`src/rtl/iob_cycle.sv`:
```
// iob_cycle: Mac-side motherboard I/O bus cycle sequencer.
// Takes one latched FSB I/O request and runs either a 68000 asynchronous cycle
// (nDTACK) or a 6800 synchronous cycle (nVPA/E/nVMA). It drives the latch and
// buffer enables and finishes with a one-cycle IOACK pulse plus a bus-error flag.
// One CLK2X_IOB cycle is one 68000 bus half-state. All outputs are registered.
// Optional feature: define IOB_TIMEOUT_EN to force a bus error after
// TIMEOUT_CYC wait-state cycles. Without it, wait states last indefinitely.
module iob_cycle #(
    parameter int TO_W        = 8,
    parameter int TIMEOUT_CYC = 255
) (
    input  logic CLK2X_IOB,
    input  logic nRESETin,
    input  logic IOREQ,
    input  logic nWE_REQ,
    input  logic nUDS_REQ,
    input  logic nLDS_REQ,
    output logic IOACTV,
    output logic IOACK,
    output logic IOBERR,
    output logic nAS_IOB,
    output logic nUDS_IOB,
    output logic nLDS_IOB,
    output logic nWE_IOB,
    output logic nVMA_IOB,
    input  logic nDTACK_IOB,
    input  logic nVPA_IOB,
    input  logic nBERR_IOB,
    input  logic E_IOB,
    output logic ADoutLE,
    output logic DinLE,
    output logic nDoutOE
);

    typedef enum logic [3:0] {
        IDLE, S0, S1, S2, S3, W, D1, D2, V1, V2, V3, END, REC
    } state_t;

    state_t state_q;

    logic dtackMeta_q, dtackSync_q;
    logic vpaMeta_q, vpaSync_q;
    logic berrMeta_q, berrSync_q;
    logic eMeta_q, eSync_q;

    logic ioactv_q, ioack_q, ioberr_q;
    logic nAS_q, nUDS_q, nLDS_q, nWE_q, nVMA_q;
    logic adoutLE_q, dinLE_q, nDoutOE_q;
    logic udsReq_q, ldsReq_q;
    logic [2:0] eCnt_q;

    logic finish_d, finishErr_d;
    logic toHit;

    // Two-flop synchronisers; the strobes preset high (negated) and E preset low.
    always_ff @(posedge CLK2X_IOB or negedge nRESETin) begin
        if (!nRESETin) begin
            dtackMeta_q <= 1'b1;
            dtackSync_q <= 1'b1;
            vpaMeta_q   <= 1'b1;
            vpaSync_q   <= 1'b1;
            berrMeta_q  <= 1'b1;
            berrSync_q  <= 1'b1;
            eMeta_q     <= 1'b0;
            eSync_q     <= 1'b0;
        end else begin
            dtackMeta_q <= nDTACK_IOB;
            dtackSync_q <= dtackMeta_q;
            vpaMeta_q   <= nVPA_IOB;
            vpaSync_q   <= vpaMeta_q;
            berrMeta_q  <= nBERR_IOB;
            berrSync_q  <= berrMeta_q;
            eMeta_q     <= E_IOB;
            eSync_q     <= eMeta_q;
        end
    end

`ifdef IOB_TIMEOUT_EN
    logic [TO_W-1:0] toCnt_q;
    logic [TO_W-1:0] toCnt_d;

    assign toCnt_d = (toCnt_q == {TO_W{1'b1}}) ? toCnt_q : toCnt_q + TO_W'(1);
    assign toHit   = (toCnt_d == TO_W'(TIMEOUT_CYC));

    // Wait-state counter: cleared on the way into W, saturating while waiting.
    always_ff @(posedge CLK2X_IOB or negedge nRESETin) begin
        if (!nRESETin) begin
            toCnt_q <= '0;
        end else if (state_q == S3) begin
            toCnt_q <= '0;
        end else if (state_q == W || state_q == V1 || state_q == V2 || state_q == V3) begin
            toCnt_q <= toCnt_d;
        end
    end
`else
    // With no timeout the sizing parameters have no effect; they are folded into a
    // tied-off flag so the configuration stays visible on the instance.
    logic unusedTimeoutCfg;
    assign unusedTimeoutCfg = (TO_W > 0) && (TIMEOUT_CYC > 0);
    assign toHit = 1'b0;
`endif

    // Decide whether this cycle moves into END, and whether it ends in bus error.
    // Priority in the wait states is nBERR, then normal termination, then timeout.
    always_comb begin
        finish_d    = 1'b0;
        finishErr_d = 1'b0;
        case (state_q)
            W: begin
                if (!berrSync_q) begin
                    finish_d    = 1'b1;
                    finishErr_d = 1'b1;
                end else if (dtackSync_q && vpaSync_q && toHit) begin
                    finish_d    = 1'b1;
                    finishErr_d = 1'b1;
                end
            end
            D2: begin
                finish_d = 1'b1;
            end
            V1: begin
                if (!berrSync_q || (eSync_q && toHit)) begin
                    finish_d    = 1'b1;
                    finishErr_d = 1'b1;
                end
            end
            V2: begin
                if (!berrSync_q || (!eSync_q && toHit)) begin
                    finish_d    = 1'b1;
                    finishErr_d = 1'b1;
                end
            end
            V3: begin
                if (!berrSync_q) begin
                    finish_d    = 1'b1;
                    finishErr_d = 1'b1;
                end else if (!eSync_q) begin
                    finish_d = 1'b1;
                end else if (toHit) begin
                    finish_d    = 1'b1;
                    finishErr_d = 1'b1;
                end
            end
            default: begin
            end
        endcase
    end

    // Cycle sequencer; each transition loads the registered outputs of the state entered.
    always_ff @(posedge CLK2X_IOB or negedge nRESETin) begin
        if (!nRESETin) begin
            state_q   <= IDLE;
            ioactv_q  <= 1'b0;
            ioack_q   <= 1'b0;
            ioberr_q  <= 1'b0;
            nAS_q     <= 1'b1;
            nUDS_q    <= 1'b1;
            nLDS_q    <= 1'b1;
            nWE_q     <= 1'b1;
            nVMA_q    <= 1'b1;
            adoutLE_q <= 1'b0;
            dinLE_q   <= 1'b0;
            nDoutOE_q <= 1'b1;
            udsReq_q  <= 1'b1;
            ldsReq_q  <= 1'b1;
            eCnt_q    <= 3'd0;
        end else begin
            adoutLE_q <= 1'b0;
            dinLE_q   <= 1'b0;
            ioack_q   <= 1'b0;
            if (finish_d) begin
                state_q  <= END;
                nAS_q    <= 1'b1;
                nUDS_q   <= 1'b1;
                nLDS_q   <= 1'b1;
                nVMA_q   <= 1'b1;
                ioack_q  <= 1'b1;
                ioberr_q <= finishErr_d;
            end else begin
                case (state_q)
                    IDLE: begin
                        if (IOREQ) begin
                            state_q   <= S0;
                            adoutLE_q <= 1'b1;
                            ioactv_q  <= 1'b1;
                            ioberr_q  <= 1'b0;
                            nWE_q     <= nWE_REQ;
                        end
                    end
                    S0: begin
                        state_q  <= S1;
                        nAS_q    <= 1'b0;
                        udsReq_q <= nUDS_REQ;
                        ldsReq_q <= nLDS_REQ;
                        if (nWE_q) begin
                            nUDS_q <= nUDS_REQ;
                            nLDS_q <= nLDS_REQ;
                        end
                    end
                    S1: begin
                        state_q <= S2;
                        if (!nWE_q) begin
                            nDoutOE_q <= 1'b0;
                        end
                    end
                    S2: begin
                        state_q <= S3;
                        if (!nWE_q) begin
                            nUDS_q <= udsReq_q;
                            nLDS_q <= ldsReq_q;
                        end
                    end
                    S3: begin
                        state_q <= W;
                    end
                    W: begin
                        if (!dtackSync_q) begin
                            state_q <= D1;
                        end else if (!vpaSync_q) begin
                            state_q <= V1;
                        end
                    end
                    D1: begin
                        state_q <= D2;
                        dinLE_q <= nWE_q;
                    end
                    V1: begin
                        if (!eSync_q) begin
                            state_q <= V2;
                            nVMA_q  <= 1'b0;
                        end
                    end
                    V2: begin
                        if (eSync_q) begin
                            state_q <= V3;
                            eCnt_q  <= 3'd1;
                        end
                    end
                    V3: begin
                        if (eCnt_q != 3'd7) begin
                            eCnt_q <= eCnt_q + 3'd1;
                        end
                        dinLE_q <= nWE_q && (eCnt_q == 3'd5);
                    end
                    END: begin
                        state_q   <= REC;
                        ioactv_q  <= 1'b0;
                        ioberr_q  <= 1'b0;
                        nDoutOE_q <= 1'b1;
                        nWE_q     <= 1'b1;
                    end
                    REC: begin
                        state_q <= IDLE;
                    end
                    default: begin
                        state_q <= IDLE;
                    end
                endcase
            end
        end
    end

    assign IOACTV   = ioactv_q;
    assign IOACK    = ioack_q;
    assign IOBERR   = ioberr_q;
    assign nAS_IOB  = nAS_q;
    assign nUDS_IOB = nUDS_q;
    assign nLDS_IOB = nLDS_q;
    assign nWE_IOB  = nWE_q;
    assign nVMA_IOB = nVMA_q;
    assign ADoutLE  = adoutLE_q;
    assign DinLE    = dinLE_q;
    assign nDoutOE  = nDoutOE_q;

endmodule
```
`config.mk`:
```
export PLATFORM = sky130hd
export DESIGN_NAME = iob_cycle
export DESIGN_NICKNAME = d
export VERILOG_FILES = /design/src/rtl/iob_cycle.sv
export SDC_FILE = /design/constraint.sdc
export NUM_CORES = 1
export LEC_CHECK = 0
export CORE_UTILIZATION = 52
export DETAILED_ROUTE_END_ITERATION = 6
export GPL_ROUTABILITY_DRIVEN = 0
export PLACE_DENSITY = 0.76
export SLEW_MARGIN = 10
export SYNTH_ARGS = -nofsm -noshare
export SYNTH_HDL_FRONTEND = slang
export SYNTH_SLANG_ARGS = --single-unit
```
`constraint.sdc`:
```
create_clock -name CLK2X_IOB -period 2.11 [get_ports CLK2X_IOB]
set_input_delay 0.422 -clock CLK2X_IOB [delete_from_list [all_inputs] [get_ports CLK2X_IOB]]
set_output_delay 0.422 -clock CLK2X_IOB [all_outputs]
set_load 0.05 [all_outputs]
```
==> results.sh, run 1 <==
export IMPL_htreeDepth=1
export IMPL_viasPerCell=5.750
export IMPL_antenna_found_initial=0
export IMPL_cts_resized=5
export IMPL_path_cells="clkdlybuf4s50_1"
export IMPL_hold_worst_slack_ns=0.3671
export IMPL_drc_errors=0
export IMPL_boundaryPins=21
export IMPL_synth_main_ff_cell="dfstp_2"
export IMPL_drtPass1Iterations=4
export IMPL_nets=152
export IMPL_finalSetupTns_ns=0
export IMPL_fin_worst_skew_ns=0.002481
export IMPL_post_cts_buffers=0
export IMPL_cts_root_buf="clkbuf_4"
export IMPL_yosys_cell_types_count=44
export IMPL_holdBufCountCts=0
export IMPL_peakVddDrop_mv=1.114
export IMPL_crit_buf_inv=1
export IMPL_crit_family="buffers and inverters"
export IMPL_worst_pin_slew_ns=0.5045
export IMPL_hpwl_mm=1.908
export IMPL_synth_commonest_cells="dfrtp_1 (14), dfstp_2 (14), nand2_1 (9)"
export IMPL_yosysSeqAreaShare=0.5232
export IMPL_area_delta_synth_final_pct=17.59
export IMPL_clk_latency_ns=0.32
export IMPL_dieArea_um2=2849
export IMPL_cp_data_arrival_time_ns=1.51
export IMPL_finish_instance_area_um2=1614
export IMPL_clock_sinks=28
export IMPL_holdPathStages=0
export IMPL_drtAntennaViolNets=0
export IMPL_instances_no_fill=168
export IMPL_grt_pass1_wl_mm=4.140
export IMPL_grt_usage=0.2051
export IMPL_hold_viol_final=0
export IMPL_leakagePower_nw=0.6925
export IMPL_hp_class="register to register"
export IMPL_crit_cells=1
export IMPL_fin_crit_sh=0.9159
export IMPL_largest_register="state_q"
export IMPL_synth_edf_count=0
export IMPL_grt_pass1_vias=925
export IMPL_drt_initial_drc_count=17
export IMPL_setup_worst_path_start_class="register"
export IMPL_synth_seq_cells=28
export IMPL_grt_overflow_total=0
export IMPL_synth_compound_area_frac=0.1723
export IMPL_dpl_cell_area_um2=1584
export IMPL_cts_buffers=3
export IMPL_async_flop_share=1.000
export IMPL_crit_path_max_fanout=2
export IMPL_io_buffers=20
export IMPL_worst_setup_path_type="register to primary output"
export IMPL_worst_setup_path_end_kind="primary output"
export IMPL_grt_max_degree=29
export IMPL_antenna_cells=0
export IMPL_status="completed"
export IMPL_vias=966
export IMPL_fmax_ghz=0.5175
export IMPL_yosys_area_share_simple=0.1714
export IMPL_setup_viol=0
export IMPL_largestRegisters="state_q x4, eCnt_q x3"
export IMPL_synthesis_nets=130
export IMPL_p_per_area_nw_per_um2=1534
export IMPL_finalPower_mw=2.477
export IMPL_syn_avg_cell_area_um2=11.73
export IMPL_reg2reg_depth=5
export IMPL_final_min_clock_period_ns=1.933
export IMPL_synth_top_area_cell="dfstp_2"
export IMPL_core_area_um2=2477
export IMPL_yosys_warnings=0
export IMPL_cts_tree="yes"
export IMPL_post_place_ws_ns=0.1373
export IMPL_slew_headroom=0.6626
export IMPL_netlist_top_cells_area="dfstp_2 (27%), dfrtp_1 (26%), mux2_2 (3.3%)"
export IMPL_initial_core_util=0.5540
export IMPL_maxSlewViolCount=0
export IMPL_max_stage_delay_ns=0.81
export IMPL_syn_area_um2=1373
export IMPL_synth_top_family_by_area="compound AO/OA/AOI/OAI gates"
export IMPL_synthAdderAreaFrac=0.02735
export IMPL_clock_path_buffers=2
export IMPL_synth_mux_area_frac=0.05469
export IMPL_cp_required_ns=1.69
export IMPL_critPathSlowestCell="clkdlybuf4s50_1"
export IMPL_largest_register_ff_count=4
export IMPL_yosysTopAreaCellShare=0.2680
export IMPL_wl_per_cell_um=15.32
export IMPL_drive_above_1_share=0.2754
export IMPL_dp_cells=164
export IMPL_synthXorXnorAreaFrac=0.006381
export IMPL_num_rows=18
export IMPL_final_util=0.6515
export IMPL_setup_ws_ns=0.1774
export IMPL_cap_violations=0
export IMPL_synthCells=117
export IMPL_rsz0062_at_grt="no"
export IMPL_dieWidth_um=53.38
export IMPL_routed_wl_mm=2.574
export IMPL_clk_pin_slew_ns=0.15
export IMPL_die_h_um=53.38
==> cells by family (layout without fill, tap and decap cells) <==
| group | Yosys count | in the layout |
|---|---|---|
| mux | 7 | 7 |
| buf+inv | 11 | 32 |
| simple gates | 38 | 38 |
| flops | 28 | 28 |
| fa+ha+maj | 3 | 3 |
| compound gates | 29 | 29 |
| xor+xnor | 1 | 1 |
==> layout by cell type (no fill, tap or decap), types with 4 or more instances in the layout <==
cell,count
inv_1,5
mux2_2,4
dfstp_2,14
a21oi_1,4
nand2_1,9
nor2_1,7
clkdlybuf4s50_1,14
o21ai_0,7
dlygate4sd2_1,5
dfrtp_1,14
==> report_power, final <==
part | switching [mW] | internal, mW | leakage (nW)
Sequential | 0.181 | 0.753 | 0.321
Clock | 0.156 | 0.106 | 0.0210
Combinational | 0.778 | 0.503 | 0.350
==> final timing paths <==
check | startpoint | endpoint | slack, ns
worst max-delay path | IOACTV$_DFFE_PN0P_ | IOACTV | 0.18
worst max register to register | state_q[0]$_DFFE_PN0P_ | IOBERR$_DFFE_PN0P_ | 0.22
min in group asynchronous | nRESETin | IOACK$_DFF_PN0_ | 0.44
worst min-delay path | berrMeta_q$_DFF_PN1_ | berrSync_q$_DFF_PN1_ | 0.37
max in group asynchronous | nRESETin | nAS_IOB$_DFFE_PN1P_ | 1.37
worst min register to register | berrMeta_q$_DFF_PN1_ | berrSync_q$_DFF_PN1_ | 0.37
==> metal layers <==
metal  share of wire  wire (µm)  global-route usage  vias to the layer above
met1            0.46       1188              0.2721                      476
li1                -          -                   -                      460
met2            0.49       1266              0.3417                       28
met3           0.041        106             0.02586                        2
met5               0          0                   0                        -
met4          0.0051         13             0.06579                        0
==> area by class of cell <==
cell class              count  area [µm²]
well taps                  30       37.54
fillers                   208       863.3
multi-input cells          78       593.1
repair buffers             22       206.4
flip-flops and latches     28       718.2
clock buffers               4       36.28
inverters                   6       22.52
(Power assumes the default switching activity.)
==> run 2: changes to the inputs <==
==> constraint.sdc (replaced) <==
create_clock -name CLK2X_IOB -period 1.9 [get_ports CLK2X_IOB]
set_input_delay 0.38 -clock CLK2X_IOB [delete_from_list [all_inputs] [get_ports CLK2X_IOB]]
set_output_delay 0.38 -clock CLK2X_IOB [all_outputs]
set_load 0.05 [all_outputs]
==> run 2 against run 1 <==
Effect of this change:
- non-clock buffer count grew 3
- power is 13% higher
- die area unchanged
- via count fell by 0.31%
- sequential cell count unchanged
- global-route usage up 0.22 points
- sequential share of layout area down 0.48 points
- critical path depth unchanged
- first-iteration DRC count decreased by 53%
- sequential power increased by 12%
- register-to-register slack got worse by 0.14 ns
- critical path type unchanged
- critical endpoint is now IOACK
==> results.sh, run 2 (synthesis results as in run 1) <==
export IMPL_dieArea_um2=2849
export IMPL_initial_core_util=0.5540
export IMPL_hold_worst_slack_ns=0.3654
export IMPL_rsz0062_at_grt="no"
export IMPL_instances_no_fill=171
export IMPL_drc_errors=0
export IMPL_cp_data_arrival_time_ns=1.46
export IMPL_path_cells="clkdlybuf4s50_1"
export IMPL_grt_busiest_layer="met2"
export IMPL_routed_wl_mm=2.602
export IMPL_crit_family="buffers and inverters"
export IMPL_area_delta_synth_final_pct=18.87
export IMPL_clock_path_buffers=2
export IMPL_global_route_usage_met1=0.2717
export IMPL_drive_above_1_share=0.3333
export IMPL_crit_path_max_fanout=1
export IMPL_maxSlewViolCount=0
export IMPL_grt_pass1_wl_mm=4.077
export IMPL_cts_root_buf="clkbuf_4"
export IMPL_clk_pin_slew_ns=0.14
export IMPL_final_min_clock_period_ns=1.836
export IMPL_dp_cells=167
export IMPL_num_rows=18
export IMPL_cts_tree="yes"
export IMPL_setup_worst_path_start_class="register"
export IMPL_antenna_found_initial=0
export IMPL_antenna_cells=0
export IMPL_status="completed"
export IMPL_boundaryPins=21
export IMPL_worst_setup_path_type="register to primary output"
export IMPL_fin_crit_sh=0.9662
export IMPL_drt_initial_drc_count=8
export IMPL_cap_violations=0
export IMPL_r2r_start="state_q[0]$_DFFE_PN0P_"
export IMPL_met3_usage=0.03448
export IMPL_cp_required_ns=1.52
export IMPL_wl_per_cell_um=15.22
export IMPL_viasPerCell=5.632
export IMPL_fin_worst_skew_ns=0.001096
export IMPL_drtPass1Iterations=4
export IMPL_leakagePower_nw=0.7460
export IMPL_crit_start="IOACK$_DFF_PN0_"
export IMPL_grt_pass1_vias=914
export IMPL_drtAntennaViolNets=0
export IMPL_htreeDepth=1
export IMPL_nets=155
export IMPL_max_stage_delay_ns=0.79
export IMPL_fmax_ghz=0.5447
export IMPL_io_buffers=20
export IMPL_largest_register="state_q"
export IMPL_final_cell_mix="dfrtp_1 (14), dfstp_2 (14), buf_4 (12), clkdlybuf4s50_1 (10), nand2_1 (9)"
export IMPL_grt_overflow_total=0
export IMPL_largest_register_ff_count=4
export IMPL_vias=963
export IMPL_hp_start="dtackMeta_q$_DFF_PN1_"
export IMPL_p_per_area_nw_per_um2=1713
export IMPL_grt_max_degree=29
export IMPL_crit_buf_inv=1
export IMPL_hold_viol_final=0
export IMPL_core_area_um2=2477
export IMPL_clk_latency_ns=0.32
export IMPL_die_h_um=53.38
export IMPL_worst_setup_path_end_kind="primary output"
export IMPL_setup_viol=0
export IMPL_peakVddDrop_mv=1.229
export IMPL_dieWidth_um=53.38
export IMPL_slew_headroom=0.6609
export IMPL_worst_pin_slew_ns=0.5078
export IMPL_hp_class="register to register"
export IMPL_hpwl_mm=1.958
export IMPL_grt_usage=0.2073
export IMPL_globalRouteMet2Util=0.3208
export IMPL_clock_sinks=28
export IMPL_critPathSlowestCell="clkdlybuf4s50_1"
export IMPL_cts_buffers=3
export IMPL_holdBufCountCts=0
export IMPL_largestRegisters="state_q x4, eCnt_q x3"
[run 2: path summary, 6_finish.rpt]
path	to	slack, ns	cells past startpoint
setup / recovery	IOACK	0.06	1
hold reg to reg	dtackSync_q$_DFF_PN1_	0.37	0
hold / removal	dtackSync_q$_DFF_PN1_	0.37	0
max in group asynchronous	berrMeta_q$_DFF_PN1_	1.20	2
setup reg to reg	eCnt_q[0]$_DFFE_PN0P_	0.08	4
min in group asynchronous	IOACK$_DFF_PN0_	0.41	2
[run 2: per-stage QoR]
stage	total power [mW]	TNS (ns)	setup WS, ns	area (µm²)	util
final	2.796	0	0.06417	1632	0.6586
after detailed placement	2.529	-0.03780	-0.02568	1592	0.6424
after global routing	2.971	0	0.001287	1632	0.6586
after floorplan	2.154	0	0.3985	1373	-
after CTS	2.810	0	0.03003	1627	0.6566
after global placement	2.484	0	0.01219	1592	0.6424
[run 2: routing by layer]
metal / routed length, µm / part of all wire / vias up
li1: - / - / 463
met1: 1163 / 0.45 / 465
met2: 1274 / 0.49 / 29
met3: 105 / 0.040 / 6
met4: 59 / 0.023 / 0
met5: 0 / 0 / -
[run 2: layout make-up]
| class | instances | area [µm²] |
|---|---|---|
| Tap cell | 30 | 37.54 |
| Fill cell | 193 | 845.8 |
| Inverter | 6 | 22.52 |
| Clock buffer | 4 | 36.28 |
| Timing Repair Buffer | 25 | 224.0 |
| Multi-Input combinational cell | 78 | 593.1 |
| Sequential cell | 28 | 718.2 |
[run 2: power by group]
group          switching [mW]  internal (mW)  leakage (nW)
Combinational           0.866          0.599         0.404
Sequential              0.212          0.836         0.321
Clock                   0.165          0.117        0.0210
[run 2: repair_timing]
item / CTS / global route
buffers inserted: 0 / 0
hold endpoints to repair: 0 / 0
endpoints found under the setup margin: 1 / 2
resized for setup: 1 / 2
